<file path="src/rtl/fc_ctrl_pkg.sv">
// Shared types and helpers for the fully-connected input-buffer sequencer.
package fc_ctrl_pkg;

  typedef enum logic [2:0] {
    IDLE  = 3'd0,
    LOAD  = 3'd1,
    ISSUE = 3'd2,
    WAIT  = 3'd3,
    SHIFT = 3'd4,
    DONE  = 3'd5
  } fc_ibuf_state_t;

  // Width helper that never returns zero, so single-entry ranges still get a 1-bit field.
  function automatic int clog2_min1(input int n);
    return (n > 1) ? $clog2(n) : 1;
  endfunction

endpackage

</file>
<file path="src/rtl/fc_ctrl_sat_cnt.sv">
// Saturating up-counter with synchronous clear and count enable.
module fc_ctrl_sat_cnt #(
  parameter int WIDTH = 32
) (
  input  logic             clk,
  input  logic             rst,
  input  logic             clr_i,
  input  logic             en_i,
  output logic [WIDTH-1:0] cnt_o
);

  logic [WIDTH-1:0] cnt_q;

  // Count while enabled, stick at all-ones, clear on reset or explicit clear.
  always_ff @(posedge clk) begin
    if (rst || clr_i) begin
      cnt_q <= '0;
    end else if (en_i && (cnt_q != '1)) begin
      cnt_q <= cnt_q + WIDTH'(1);
    end
  end

  assign cnt_o = cnt_q;

endmodule

</file>
<file path="src/rtl/fc_ibuf_ctrl.sv">
// Bit-serial input buffer sequencer for one fully-connected layer.
// Loads FIFO_LENGTH beats, then for each bit plane issues one crossbar
// compute per buffer address, shifting the buffer between planes.
// Optional performance counters are enabled by defining FC_IBUF_CTRL_PERF_EN.
//
// state | meaning
// IDLE  | waiting for i_start
// LOAD  | accepting upstream beats into the buffer
// ISSUE | one-cycle crossbar start for the current address/plane
// WAIT  | waiting for the crossbar done pulse
// SHIFT | one-cycle buffer shift to the next bit plane
// DONE  | layer complete, holding o_done until acknowledged
module fc_ibuf_ctrl
  import fc_ctrl_pkg::*;
#(
  parameter int DATA_SIZE   = 8,
  parameter int FIFO_LENGTH = 4,
  parameter int NUM_ADDR    = 2,
  parameter int ADDR_W      = clog2_min1(NUM_ADDR),
  parameter int BIT_W       = clog2_min1(DATA_SIZE)
) (
  input  logic              clk,
  input  logic              rst,
  input  logic              i_start,
  input  logic              i_valid,
  output logic              o_ready,
  output logic              o_we,
  output logic              o_se,
  output logic [ADDR_W-1:0] o_ibuf_addr,
  output logic              o_xbar_start,
  input  logic              i_xbar_done,
  output logic [BIT_W-1:0]  o_bit_idx,
  output logic              o_last_bit,
  output logic              o_busy,
  output logic              o_done,
  input  logic              i_done_ack
`ifdef FC_IBUF_CTRL_PERF_EN
  ,
  output logic [31:0]       o_cycle_cnt,
  output logic [31:0]       o_stall_cnt
`endif
);

  localparam int LOAD_W = clog2_min1(FIFO_LENGTH);

  fc_ibuf_state_t state_q, state_d;

  logic [LOAD_W-1:0] load_cnt_q, load_cnt_d;
  logic [ADDR_W-1:0] addr_q, addr_d;
  logic [BIT_W-1:0]  bit_q, bit_d;

  logic load_last;
  logic addr_last;
  logic bit_last;

  assign load_last = (load_cnt_q == LOAD_W'(FIFO_LENGTH - 1));
  assign addr_last = (addr_q == ADDR_W'(NUM_ADDR - 1));
  assign bit_last  = (bit_q == BIT_W'(DATA_SIZE - 1));

  // State and counter registers.
  always_ff @(posedge clk) begin
    if (rst) begin
      state_q    <= IDLE;
      load_cnt_q <= '0;
      addr_q     <= '0;
      bit_q      <= '0;
    end else begin
      state_q    <= state_d;
      load_cnt_q <= load_cnt_d;
      addr_q     <= addr_d;
      bit_q      <= bit_d;
    end
  end

  // Next-state logic; i_xbar_done only matters in WAIT, i_start only in IDLE.
  always_comb begin
    state_d = state_q;
    unique case (state_q)
      IDLE:  if (i_start) state_d = LOAD;
      LOAD:  if (i_valid && load_last) state_d = ISSUE;
      ISSUE: state_d = WAIT;
      WAIT: begin
        if (i_xbar_done) begin
          if (!addr_last)     state_d = ISSUE;
          else if (!bit_last) state_d = SHIFT;
          else                state_d = DONE;
        end
      end
      SHIFT: state_d = ISSUE;
      DONE:  if (i_done_ack) state_d = IDLE;
      default: state_d = IDLE;
    endcase
  end

  // Load count, address and bit-plane updates; address/bit change only after done is seen.
  always_comb begin
    load_cnt_d = load_cnt_q;
    addr_d     = addr_q;
    bit_d      = bit_q;
    unique case (state_q)
      IDLE: begin
        if (i_start) begin
          load_cnt_d = '0;
          addr_d     = '0;
          bit_d      = '0;
        end
      end
      LOAD:  if (i_valid) load_cnt_d = load_cnt_q + LOAD_W'(1);
      WAIT:  if (i_xbar_done && !addr_last) addr_d = addr_q + ADDR_W'(1);
      SHIFT: begin
        bit_d  = bit_q + BIT_W'(1);
        addr_d = '0;
      end
      default: ;
    endcase
  end

  // Outputs decoded from state; gated by rst so a reset cycle never emits a strobe.
  always_comb begin
    o_ready      = 1'b0;
    o_se         = 1'b0;
    o_xbar_start = 1'b0;
    o_done       = 1'b0;
    o_busy       = 1'b0;
    if (!rst) begin
      o_ready      = (state_q == LOAD);
      o_se         = (state_q == SHIFT);
      o_xbar_start = (state_q == ISSUE);
      o_done       = (state_q == DONE);
      o_busy       = (state_q != IDLE);
    end
    o_we       = o_ready & i_valid;
    o_last_bit = !rst && bit_last;
  end

  assign o_ibuf_addr = addr_q;
  assign o_bit_idx   = bit_q;

`ifdef FC_IBUF_CTRL_PERF_EN
  logic perf_clr;
  assign perf_clr = (state_q == IDLE) && i_start;

  fc_ctrl_sat_cnt #(.WIDTH(32)) u_cycle_cnt (
    .clk   (clk),
    .rst   (rst),
    .clr_i (perf_clr),
    .en_i  (state_q != IDLE),
    .cnt_o (o_cycle_cnt)
  );

  fc_ctrl_sat_cnt #(.WIDTH(32)) u_stall_cnt (
    .clk   (clk),
    .rst   (rst),
    .clr_i (perf_clr),
    .en_i  ((state_q == LOAD) && !i_valid),
    .cnt_o (o_stall_cnt)
  );
`endif

endmodule

</file>
<file path="config.mk">
export PLATFORM = sky130hd
export DESIGN_NAME = fc_ibuf_ctrl
export DESIGN_NICKNAME = d
export VERILOG_FILES = /design/src/rtl/fc_ctrl_pkg.sv /design/src/rtl/fc_ctrl_sat_cnt.sv /design/src/rtl/fc_ibuf_ctrl.sv
export SDC_FILE = /design/constraint.sdc
export NUM_CORES = 1
export LEC_CHECK = 0
export BUFFER_PORTS_ARGS = -buffer_cell sky130_fd_sc_hd__buf_2
export CAP_MARGIN = 20
export CORE_MARGIN = 2
export CORE_UTILIZATION = 28
export CTS_CLUSTER_DIAMETER = 50
export DETAILED_ROUTE_END_ITERATION = 12
export GPL_TIMING_DRIVEN = 0
export SLEW_MARGIN = 30
export SYNTH_ARGS = -nofsm -noshare
export SYNTH_HDL_FRONTEND = slang
export SYNTH_HIERARCHICAL = 1
export SYNTH_SLANG_ARGS = --single-unit
</file>
<file path="constraint.sdc">
create_clock -name clk -period 1.5 [get_ports clk]
set_input_delay 0.15 -clock clk [delete_from_list [all_inputs] [get_ports clk]]
set_output_delay 0.15 -clock clk [all_outputs]
set_load 0.01 [all_outputs]
</file>
# ---- Word level (Yosys, flattened, before mapping)
# Index checks and enable logic that the tools add are counted.
dict set report word_totals {
  out_inout_bits 11
  register_bits 9
  inputBits 6
  wordCells 55
}
dict set report classes {
  n_reduce_logical 14
  eq_ne 13
  bitwise_logic 1
  muxes 20
  addsub 3
}
# cell n
set ops {}
lappend ops {{$mux W3} 6}
lappend ops {{$pmux W3 S6} 1}
lappend ops {{$ne A2 B2 Y1 const B} 6}
lappend ops {{$eq A3 B3 Y1 const B} 3}
lappend ops {{$mux W1} 8}
lappend ops {{$eq A3 B2 Y1 const B} 2}
lappend ops {{$pmux W3 S2} 1}
lappend ops {{$reduce_and A3 Y1} 2}
lappend ops {{$reduce_bool A3 Y1} 2}
lappend ops {{$mux W2} 2}
lappend ops {{$pmux W2 S2} 1}
lappend ops {{$reduce_and A4 Y1} 1}
lappend ops {{$reduce_bool A2 Y1} 2}
lappend ops {{$add A3 B1 Y3 const B} 1}
lappend ops {{$eq A3 B1 Y1 const B} 1}
lappend ops {{$logic_and A1 B1 Y1} 3}
lappend ops {{$logic_not A3 Y1} 1}
lappend ops {{$pmux W1 S3} 1}
lappend ops {{$add A2 B1 Y2 const B} 1}
lappend ops {{$eq A2 B2 Y1 const B} 1}
lappend ops {{$logic_not A1 Y1} 2}
lappend ops {{$reduce_and A2 Y1} 1}
lappend ops {{$add A1 B1 Y1 const B} 1}
lappend ops {{$and A1 B1 Y1} 1}

# ---- Longest topological paths before layout
dict set report depth {
  depth_word 5
  mapped_depth 5
  depth_no_buf 5
}

# ---- Worst setup path before layout
# Ideal clock, no wire load.
dict set report synth_path {
  path_kind {reg2reg}
  startpoint {reg bit_q[0] (netlist: o_bit_idx[0])}
  endpoint {reg state_q[0]}
  required_ns 1.430
  n_path_buf 0
  path_slack_ns 0.253
  stages_incl_launch_ff 6
  synth_period_minus_slack_ns 1.247
  setup_ns 0.070
  arrival_ns 1.176
  path_cell_list {dfxtp_1 > ha_1 > ha_1 > nand3_1 > a311o_1 > a21oi_1}
}
dict set report synth_via {
  elab_chain_len 5
}
# element line_no
set synth_rtl {}
lappend synth_rtl {{start: declaration} fc_ibuf_ctrl.sv:50} ;# logic [BIT_W-1:0] bit_q, bit_d;
lappend synth_rtl {{start signal: assignment} fc_ibuf_ctrl.sv:71} ;# bit_q <= bit_d;
lappend synth_rtl {{$eq A3 B3 Y1} fc_ibuf_ctrl.sv:58} ;# assign bit_last = (bit_q == BIT_W'(DATA_SIZE - 1));
lappend synth_rtl {{$mux W1} fc_ibuf_ctrl.sv:85} ;# else if (!bit_last) state_d = SHIFT;
lappend synth_rtl {{$mux W3} fc_ibuf_ctrl.sv:84} ;# if (!addr_last) state_d = ISSUE;
lappend synth_rtl {{$mux W3} fc_ibuf_ctrl.sv:83} ;# if (i_xbar_done) begin
lappend synth_rtl {{$pmux W3 S6} fc_ibuf_ctrl.sv:78} ;# unique case (state_q)
lappend synth_rtl {{end signal: assignment} fc_ibuf_ctrl.sv:68} ;# state_q <= state_d;
lappend synth_rtl {{end: declaration} fc_ibuf_ctrl.sv:46} ;# fc_ibuf_state_t state_q, state_d;
# No other way between the ends. The select of a mux whose other input is x is not followed.
# A chain may end at the register's enable or synchronous reset.

# ---- Worst setup path in the final report
dict set report layout_path {
  startpoint {reg state_q[2]}
  endpoint {out o_se}
}
dict set report layout_via {
  elab_chain_len 2
}
# element line_no
set layout_rtl {}
lappend layout_rtl {{$eq A3 B3 Y1} fc_ibuf_ctrl.sv:127} ;# o_se = (state_q == SHIFT);
lappend layout_rtl {{$mux W1} fc_ibuf_ctrl.sv:125} ;# if (!rst) begin
lappend layout_rtl {{end: declaration} fc_ibuf_ctrl.sv:28} ;# output logic o_se,
# No other way between the ends.

==> results.sh <==
export IMPL_finClkSkew_ps=3.55
export IMPL_leakagePower_nw=0.307
export IMPL_p_total_mw=0.599
export IMPL_via_count=554
export IMPL_met1_length_microns=626
export IMPL_slew_limit_headroom_pct=70.4
export IMPL_finalHoldViolCount=0
export IMPL_fin_crit_sh_pct=96.6
export IMPL_ir_worst_vdd_uv=359
export IMPL_async_flop_share_pct=0
export IMPL_grt_ovfl_total=0
export IMPL_numClockSinks=9
export IMPL_setup_viol=0
export IMPL_wl_met3_microns=74
export IMPL_postCtsSetupRepairBufs=0
export IMPL_nets=98
export IMPL_cts_tree="built"
export IMPL_die_w_microns=47.8
export IMPL_routedWlPerCell_microns=12.0
export IMPL_clkLatencyLatePin_ps=260
export IMPL_synthCells=68
export IMPL_route_met2_wl_microns=644
export IMPL_synth_cell_type_count=28
export IMPL_place_gp_congestion=0.762
export IMPL_whs_ps=208
export IMPL_synth_main_ff_cell="dfxtp_1"
export IMPL_period_minus_slack_ps=1450
export IMPL_synth_edf_count=0
export IMPL_die_y_microns=47.8
export IMPL_htree_levels=1
export IMPL_path_clk_slew_ps=70
export IMPL_power_density_mw_per_mm2=852
export IMPL_arrival_ps=1300
export IMPL_yosysSeqAreaShare_pct=33.5
export IMPL_setup_slack_ps=50.8
export IMPL_top_layer="met4"
export IMPL_fmax_mhz=690
export IMPL_cts_buffers=3
export IMPL_yosys_register_bits=9
export IMPL_rsz0062_at_grt="yes"
export IMPL_drv_slew=0
export IMPL_place_ws_ps=66.0
export IMPL_dieArea_sq_mm=0.00229
export IMPL_min_path_type="in -> reg"
export IMPL_io_buffers=16
export IMPL_drt_total_wl_microns=1360
export IMPL_required_ps=1350
export IMPL_status="completed"
export IMPL_grt_total_usage_pct=12.1
export IMPL_yosysWarnings=6
export IMPL_area_growth_pct=30.7
export IMPL_drt_first_pass_iters=4
export IMPL_top_level_ports=17
export IMPL_cts_resized=2
export IMPL_rows=15
export IMPL_drive_gt1_share_pct=29.5
export IMPL_holdBufCountCts=0
export IMPL_grt_antenna_before_repair=0
export IMPL_clockBufferDepth=2
export IMPL_cts_root_buf="clkbuf_4"
export IMPL_max_cap_violations=0
export IMPL_hpwlAfterDp_microns=942
export IMPL_worst_slew_pin_slew_ps=444
export IMPL_place_area_sq_um=649
export IMPL_initial_core_util_pct=30.5
export IMPL_grt_pass1_vias=444
export IMPL_synth_fp_nets=77
export IMPL_stdcell_area_sq_um=703
export IMPL_vias_per_cell=4.90
export IMPL_cp_end_kind="output port"
export IMPL_syn_area_sq_um=538
export IMPL_drc=0
export IMPL_grt_max_degree=11
export IMPL_diodes=0
export IMPL_syn_avg_cell_area_sq_um=7.91
export IMPL_cp_max_fo=6
export IMPL_core_area_sq_mm=0.00176
export IMPL_dr_first_iter_drc_count=10
export IMPL_cp_start_kind="flop"
export IMPL_ant_nets=0
export IMPL_crit_type="reg -> out"
export IMPL_grt_pass1_wl_microns=1880
-- state kept, by name, indices dropped and copies added, names as in the netlist --
register,flops
o_ibuf_addr,1
state_q,3
load_cnt_q,2
o_bit_idx,3
-- final timing paths --
check	startpoint	end	slack (ps)	depth (start not counted)
max	state_q[2]	o_se	50	3
min	i_xbar_done	state_q[2]	210	3
max reg2reg	o_bit_idx[0]	state_q[0]	190	5
min reg2reg	load_cnt_q[1]	load_cnt_q[1]	470	2
-- critical path, cell delays in order, from the launching register on --
cell	delay, ps
dfxtp_1	420
nor3b_4	330
nor2b_1	160
buf_2	130
-- per-stage QoR --
step | cells | utilization (%) | TNS, ps
after floorplan | 68 | - | 0
after global placement | 109 | 36.8 | 0
after detailed placement | 109 | 36.8 | 0
after CTS | 113 | 38.7 | 0
after global routing | 113 | 39.9 | -16.0
final | 113 | 39.9 | 0
-- where the power goes --
part,switching [mW],internal [mW]
sequential,0.0177,0.252
clock,0.0879,0.103
combinational,0.0760,0.0624
-- cells by family after synthesis --
group                      Yosys count  synth area share, %
muxes                                1                 1.86
AOI/OAI and AO/OA                   19                 21.9
buffers and inverters                7                 6.74
DFF                                  9                 33.5
adders and majority gates            3                 6.98
and+or+nand+nor                     29                 29.1
-- routing by layer --
layer	vias up	track usage (%)
met2	14	17.9
li1	284	-
met5	-	0
met3	2	2.26
met4	0	8.11
met1	254	16.0
-- Yosys cell counts (all sizes together), types with 2 or more instances --
master | n | area (sq um)
nor2 | 7 | 26.3
nand3 | 2 | 10.0
o21ai | 4 | 20.0
nor3b | 3 | 22.5
buf | 3 | 21.3
nand2b | 3 | 18.8
nand2 | 4 | 15.0
dfxtp | 9 | 180
a21oi | 7 | 35.0
inv | 3 | 11.3
ha | 3 | 37.5
a31oi | 2 | 12.5
nor2b | 3 | 18.8
o31ai | 2 | 15.0
-- layout make-up --
class / count / area (sq um)
multi-input combinational: 52 / 335
buffer: 4 / 33.8
clock buffer: 4 / 26.3
sequential: 9 / 185
inverter: 3 / 11.3
timing repair buffer: 16 / 80.1
tap: 25 / 31.3
fill: 198 / 1060
-- cell usage in the layout, fill, tap and decap left out --
cell type   n
dfxtp_4     1
o21ai_0     4
nor2b_1     3
nor3b_1     2
nand2b_1    3
dfxtp_2     1
nor3b_4     1
nor2_1      7
and2_1      1
o2111ai_1   1
clkbuf_4    4
inv_1       3
nand3_1     2
nand4_1     1
a31oi_1     2
a311o_1     1
ha_1        3
nand2_1     4
nor3_1      1
buf_2      16
clkbuf_1    2
nand4b_1    1
o31ai_1     2
a21oi_1     7
and3_1      1
buf_6       2
a211oi_1    1
or2_4       1
nor4_1      1
dfxtp_1     7
o2bb2ai_1   1
mux2i_1     1
Note: power is estimated with default switching activity, not from simulation.
